$ cat src/rtl/dig_pkg.sv
// Shared constants for the 8-digit seven-segment display: bus address,
// segment codes and the digit-select helper.
package dig_pkg;

  localparam logic [31:0] DIG_ADDR_DEF = 32'hFFFF_F000;

  localparam int unsigned DISP_W = 32;
  localparam int unsigned DIG_W  = 8;
  localparam int unsigned NIB_W  = 4;
  localparam int unsigned SEG_W  = 7;

  // Active-low segment codes {G,F,E,D,C,B,A} for hex digits 0..F
  localparam logic [SEG_W-1:0] SEG_0 = 7'h40;
  localparam logic [SEG_W-1:0] SEG_1 = 7'h79;
  localparam logic [SEG_W-1:0] SEG_2 = 7'h24;
  localparam logic [SEG_W-1:0] SEG_3 = 7'h30;
  localparam logic [SEG_W-1:0] SEG_4 = 7'h19;
  localparam logic [SEG_W-1:0] SEG_5 = 7'h12;
  localparam logic [SEG_W-1:0] SEG_6 = 7'h02;
  localparam logic [SEG_W-1:0] SEG_7 = 7'h78;
  localparam logic [SEG_W-1:0] SEG_8 = 7'h00;
  localparam logic [SEG_W-1:0] SEG_9 = 7'h10;
  localparam logic [SEG_W-1:0] SEG_A = 7'h08;
  localparam logic [SEG_W-1:0] SEG_B = 7'h03;
  localparam logic [SEG_W-1:0] SEG_C = 7'h46;
  localparam logic [SEG_W-1:0] SEG_D = 7'h21;
  localparam logic [SEG_W-1:0] SEG_E = 7'h06;
  localparam logic [SEG_W-1:0] SEG_F = 7'h0E;

  localparam logic [DIG_W-1:0] SEG_BLANK = 8'hFF;
  localparam logic [DIG_W-1:0] DIG_OFF   = 8'hFF;

  typedef logic [2:0] dig_idx_t;

  // One-hot-low anode enable for the selected digit
  function automatic logic [DIG_W-1:0] anode_sel(input dig_idx_t idx);
    return ~(DIG_W'(1) << idx);
  endfunction

endpackage

$ cat src/rtl/seg7_decoder.sv
// Combinational hex nibble to active-low seven-segment pattern.
module seg7_decoder
  import dig_pkg::*;
(
  input  logic [NIB_W-1:0] i_nibble,
  output logic [SEG_W-1:0] o_seg_c
);

  always_comb begin
    o_seg_c = SEG_BLANK[SEG_W-1:0];
    case (i_nibble)
      4'h0: o_seg_c = SEG_0;
      4'h1: o_seg_c = SEG_1;
      4'h2: o_seg_c = SEG_2;
      4'h3: o_seg_c = SEG_3;
      4'h4: o_seg_c = SEG_4;
      4'h5: o_seg_c = SEG_5;
      4'h6: o_seg_c = SEG_6;
      4'h7: o_seg_c = SEG_7;
      4'h8: o_seg_c = SEG_8;
      4'h9: o_seg_c = SEG_9;
      4'hA: o_seg_c = SEG_A;
      4'hB: o_seg_c = SEG_B;
      4'hC: o_seg_c = SEG_C;
      4'hD: o_seg_c = SEG_D;
      4'hE: o_seg_c = SEG_E;
      4'hF: o_seg_c = SEG_F;
      default: o_seg_c = SEG_BLANK[SEG_W-1:0];
    endcase
  end

endmodule

$ cat src/rtl/dig_display.sv
// Memory-mapped 8-digit multiplexed seven-segment display driver.
// A bus write loads eight hex nibbles; the scanner lights one digit at a time.
module dig_display
  import dig_pkg::*;
#(
  parameter logic [31:0] DIG_ADDR = DIG_ADDR_DEF,
  parameter int unsigned SCAN_DIV = 20000
) (
  input  logic              clk,
  input  logic              rst,
  input  logic [31:0]       addr,
  input  logic              we,
  input  logic [DISP_W-1:0] wdata,
  output logic [DIG_W-1:0]  dig_en,
  output logic [DIG_W-1:0]  seg
);

  localparam int unsigned CNT_W = (SCAN_DIV > 2) ? $clog2(SCAN_DIV) : 1;
  localparam logic [CNT_W-1:0] CNT_MAX = CNT_W'(SCAN_DIV - 1);

  logic [DISP_W-1:0] r_disp;
  logic [CNT_W-1:0]  r_cnt;
  dig_idx_t          r_idx;

  logic              w_wrap;
  logic              w_wr_hit;
  logic [NIB_W-1:0]  w_nibble;
  logic [SEG_W-1:0]  w_seg;

  assign w_wrap   = (r_cnt == CNT_MAX);
  assign w_wr_hit = we && (addr == DIG_ADDR);
  assign w_nibble = r_disp[{r_idx, 2'b00} +: NIB_W];

  seg7_decoder u_dec (
    .i_nibble (w_nibble),
    .o_seg_c  (w_seg)
  );

  // Anode and segments both derive from the same registered idx/disp,
  // so they always switch together and never mix old and new nibbles.
  always_ff @(posedge clk) begin
    if (!rst) begin
      r_disp <= '0;
      r_cnt  <= '0;
      r_idx  <= '0;
      dig_en <= DIG_OFF;
      seg    <= SEG_BLANK;
    end else begin
      if (w_wr_hit) begin
        r_disp <= wdata;
      end
      r_cnt <= w_wrap ? '0 : r_cnt + CNT_W'(1);
      if (w_wrap) begin
        r_idx <= r_idx + 3'd1;
      end
      dig_en <= anode_sel(r_idx);
      seg    <= {1'b1, w_seg};
    end
  end

endmodule

$ cat config.mk
export PLATFORM = sky130hd
export DESIGN_NAME = dig_display
export DESIGN_NICKNAME = d
export VERILOG_FILES = /design/src/rtl/dig_pkg.sv /design/src/rtl/seg7_decoder.sv /design/src/rtl/dig_display.sv
export SDC_FILE = /design/constraint.sdc
export NUM_CORES = 1
export LEC_CHECK = 0
export BUFFER_PORTS_ARGS = -buffer_cell sky130_fd_sc_hd__buf_2
export CAP_MARGIN = 20
export CORE_MARGIN = 4
export CORE_UTILIZATION = 47
export DETAILED_ROUTE_END_ITERATION = 8
export PLACE_DENSITY = 0.81
export SLEW_MARGIN = 10
export SYNTH_ARGS = -nofsm -noshare
export SYNTH_HDL_FRONTEND = slang
export SYNTH_SLANG_ARGS = --single-unit
$ cat constraint.sdc
create_clock -name clk -period 2.07 [get_ports clk]
set_input_delay 0 -clock clk [delete_from_list [all_inputs] [get_ports clk]]
set_output_delay 0 -clock clk [all_outputs]
set_load 0.02 [all_outputs]
### Word level (Yosys, flattened, before mapping)

Memory sizes are Yosys's and may differ from the RTL's. A register that Yosys moved wholly into a read port is not among the register bits.
Index checks and enable logic that the tools add are counted.

* shift operators: 2
* add/sub/neg operators: 2
* reductions and logical operators: 3
* equality and inequality tests: 2
* bitwise operators: 2

Operators by type and width (count)
* $eq 32x32->1 const B: 1
* $shiftx 32x6->4: 1
* $add 15x1->15 const B: 1
* $eq 15x15->1 const B: 1
* $not 8->8: 1
* $shl 1x3->8 const A: 1
* $add 3x1->3 const B: 1
* $reduce_or 2->1: 1
* $logic_and 1x1->1: 1
* $logic_not 1->1: 1
* $not 1->1: 1

* output and inout bits: 16
* input bits: 67
* memories: 1
* register bits: 59
* memory bits (read-only): 112

Memory list
* (no name shown): depth 16, width 7, read ports 1, clocked after Yosys merged registers in 1, write ports 0, line seg7_decoder.sv:11 `case (i_nibble)`

### Depth between registers and ports, before layout

* depth in word-level cells: 2
* depth in mapped cells: 8

### By module

Synthesis repeated with hierarchy kept, for this count alone.

* cells, all modules: 336
* area total of the unflattened synthesis: 3134.3 um^2

Modules (own cells, without submodules)
* dig_display: times used 1, area an instance 2859.0 um^2, cells each 304, sequential area each 1301.2 um^2
* seg7_decoder: times used 1, area an instance 275.3 um^2, cells each 32, sequential area each 0.0 um^2

### Worst setup path after synthesis

No wires, ideal clock.

* kind: register -> register
* from: register r_idx[0]
* to: register seg[6]
* stages on the path, launching flop included: 9
* data required time: 1.926 ns
* arrival: 2.094 ns
* clock period less this slack: 2.238 ns
* path buffers: 1
* slack: -0.168 ns
* cells stage by stage: dfxtp_1 buf_6 mux4_1 mux2i_2 inv_1 ha_1 nand3_1 a21boi_0 o221ai_1

* cells in the longest elaborated chain, start to end: 1

Ends and longest elaborated chain
* from (decl): line dig_display.sv:23 `dig_idx_t r_idx;`
* from (signal assigned): line dig_display.sv:54 `r_idx <= r_idx + 3'd1;`
* $shiftx 32x6->4: line dig_display.sv:32 `assign w_nibble = r_disp[{r_idx, 2'b00} +: NIB_W];`
* to (decl): line dig_display.sv:15 `output logic [DIG_W-1:0] seg`

No other way between the ends.
A chain may end at the register's enable or synchronous reset.

### Worst setup path in the final report

Same ends and word-level chain as after synthesis.

==> flow_summary_export.csv <==
group,metric,value,unit
placed_design,numPortBuffers,81,
global_routing,grt_pass1_wl,11600,um
global_routing,grt_use_total,19.6,%
drt,drc,0,
die,num_io_pins,83,
sta,setup_viol,0,
drt,viasPerCell,5.07,
die,dieArea,0.00756,mm^2
yosys,async_flop_share,0,%
global_routing,grt_pass1_vias,2535,
sta,min_period,2.01,ns
yosys,ys_ff_latch,65,
pwr,power_density,651,mW/mm^2
die,die_h,87.0,um
hold_path,holdPathEnd,"r_disp[12]$_SDFFE_PN0P_",
yosys,postSynthCellCount,292,
yosys,syn_avg_cell_area,10.0,um^2
setup_path,worst_setup_path_end_kind,"flip-flop",
yosys,netlist_top_cells_area,"dfxtp_1, mux2i_1, nor2_1",
drt,num_vias,2486,
yosys,syn-cell-area,0.00293,mm^2
cts,htreeDepth,3,
cts,post_cts_buffers,0,
cells_and_area,drive_above_1_share,29.6,%
die,core_area,0.00599,mm^2
sta,relSlewSlack,59.9,%
drt,drt_iter0_drc,104,
setup_path,regToRegEndpoint,"seg[6]$_SDFF_PN1_",
setup_path,cp-start-kind,"flip-flop",
drt,wl_per_cell,14.1,um
sta,tns,0,ns
sta,layout_setup_ws,0.0612,ns
yosys,synthFlopType,"dfxtp_1",
sta,rsz0062_at_grt,"true",
sta,hold_ws,0.428,ns
run_status,run_status,"completed",
setup_path,crit_fanout,6,
cells_and_area,antennaDiodeCount,0,
setup_path,crit_type,"flip-flop to flip-flop",
cts,cts_sinks,65,
drt,antenna_left,0,
setup_path,reg2reg_from,"r_idx[0]$_SDFFE_PN0N_",
cells_and_area,utilization,65.8,%
cts,cts_buffers,9,
pwr,leakagePower,1.89,nW
setup_path,rrSetupSlack,0.06,ns
run,maxCapViolCount,0,
cts,clk_pin_slew_worst_paths,0.08,ns
drt,drt-total-wl,6900,um
global_routing,antenna_found_initial,0,
yosys,ys_top_cells_by_count,"dfxtp_1, nor2_1, mux2i_1",
setup_path,cp.buffers_inverters,1,
setup_path,rr_worst_depth,7,
setup_path,cpMaxStageDelayCell,"mux4_2",
setup_path,crit_family,"multiplexers",
sta,drv_slew,0,
yosys,synth_top_area_cell,"dfxtp_1",
cts,clk_latency,0.34,ns
setup_path,required,2.28,ns
sta,hold_viol,0,
yosys,yosys_warnings,0,
yosys,syn-num-nets,372,
placed_design,dp_slack,-0.00123,ns
cts,clock-root-buffer,"clkbuf_8",
cells_and_area,syn_to_final_growth,34.6,%
setup_path,crit_chain,"mux4_2 > mux2i_4 > inv_1 > ha_1 > nand3_1 > a21boi_2 > o221ai_1",
cells_and_area,nets,490,
global_routing,grt_max_degree,33,
hold_path,hold_depth,4,
sta,fin_crit_sh,97.0,%
hold_path,hp-start,"wdata[12]",
global_routing,grt-ovfl-total,0,
yosys,synth_enable_flop_cells,0,
drt,firstDrtPassIters,4,
die,die_w,87.0,um
sta,fmax,498,MHz
cts,clk_path_buf_depth,2,
setup_path,critPathMaxStageDelay,0.54,ns
pwr,peakVddDrop,502,uV
yosys,synth_most_common_cell,"dfxtp_1",
yosys,seq_area_frac_synth,44.4,%
yosys,synth_top_area_share,44.4,%
die,core.rowCount,28,
sta,fin_worst_skew,0.0134,ns
hold_path,min_path_type,"input pin to flip-flop",
yosys,synth_cell_types,44,
placed_design,place_hpwl,4750,um
pwr,power,2.57,mW
sta,worstMarginPinSlew,0.598,ns
placed_design,gp_congestion,0.979,
setup_path,cp.arrival,2.22,ns
cts,cts_tree,"done",
die,start_util,48.9,%
## sequential cells by signal, summed over array words and instances (netlist names)
| signal | flops |
|---|---|
| r_idx | 3 |
| dig_en | 8 |
| r_cnt | 15 |
| r_disp | 32 |
| seg | 7 |
## worst max-delay path by stage
| stage | start | end | depth (start not counted) |
|---|---|---|---|
| 3_3_place_gp | r_idx[0]$_SDFFE_PN0N_ | seg[1]$_SDFF_PN1_ | 5 |
| 6_report | r_idx[0]$_SDFFE_PN0N_ | seg[6]$_SDFF_PN1_ | 7 |
| 4_1_cts | r_idx[0]$_SDFFE_PN0N_ | seg[6]$_SDFF_PN1_ | 7 |
| 3_5_place_dp | r_idx[0]$_SDFFE_PN0N_ | seg[6]$_SDFF_PN1_ | 7 |
| 2_1_floorplan | r_idx[0]$_SDFFE_PN0N_ | seg[6]$_SDFF_PN1_ | 8 |
| 5_1_grt | r_idx[0]$_SDFFE_PN0N_ | seg[0]$_SDFF_PN1_ | 6 |
## cells by family after synthesis
group	share of synthesized area, %
other	0.128
adders and majority gates	5.55
xor gates and xnor gates	4.48
DFF	44.4
buffers and inverters	4.61
muxes	18.9
and+or+nand+nor	17.0
AOI/OAI and AO/OA	4.95
## power breakdown
| group | switching (mW) | internal [mW] |
|---|---|---|
| Clock | 0.475 | 0.655 |
| Sequential | 0.00588 | 1.26 |
| Combinational | 0.0698 | 0.102 |
## metrics by stage
stage,cells,cell area (um^2)
floorplan,292,2940
global placement,441,3400
detailed placement,441,3400
CTS,490,3940
global route,490,3940
finish,490,3940
## placed cells by master (no fill, tap or decap), drive strengths merged, types with 8 or more instances in the layout
cell,netlist,final
mux2i,37,37
clkbuf,8,14
dlygate4sd3,0,33
nand3,11,11
nand4,8,8
dfxtp,65,65
nor2,54,54
inv,10,10
buf,7,89
nand2,15,15
ha,13,13
xor2,9,9
## what timing repair did
action	in CTS	in global routing
hold buffers	33	0
pin swaps	0	1
hold endpoints to repair	39	0
setup endpoints to repair	1	4
gates resized for setup	1	4
## tightest hold or removal path: cells and delay by family
kind | cells | cell delay [ns]
simple gates | 1 | 0.07
mux | 1 | 0.05
buf+inv | 2 | 0.60
## layer usage
layer  vias up  GRT usage [%]  share of wire [%]
li1       1249              -                  -
met4         0           9.21                2.7
met1      1147           22.3                 42
met5         -              0                  0
met3        21           5.39                5.1
met2        69           33.7                 51
## layout make-up
cell class	count	area (um^2)
clock inverter	2	35.0
inverter	11	41.3
tap	75	93.8
clock buffer	14	173
timing repair buffer	122	796
sequential	65	1310
fill	431	2050
multi-input combinational	201	1500
Power figures use the tool's default switching activity.
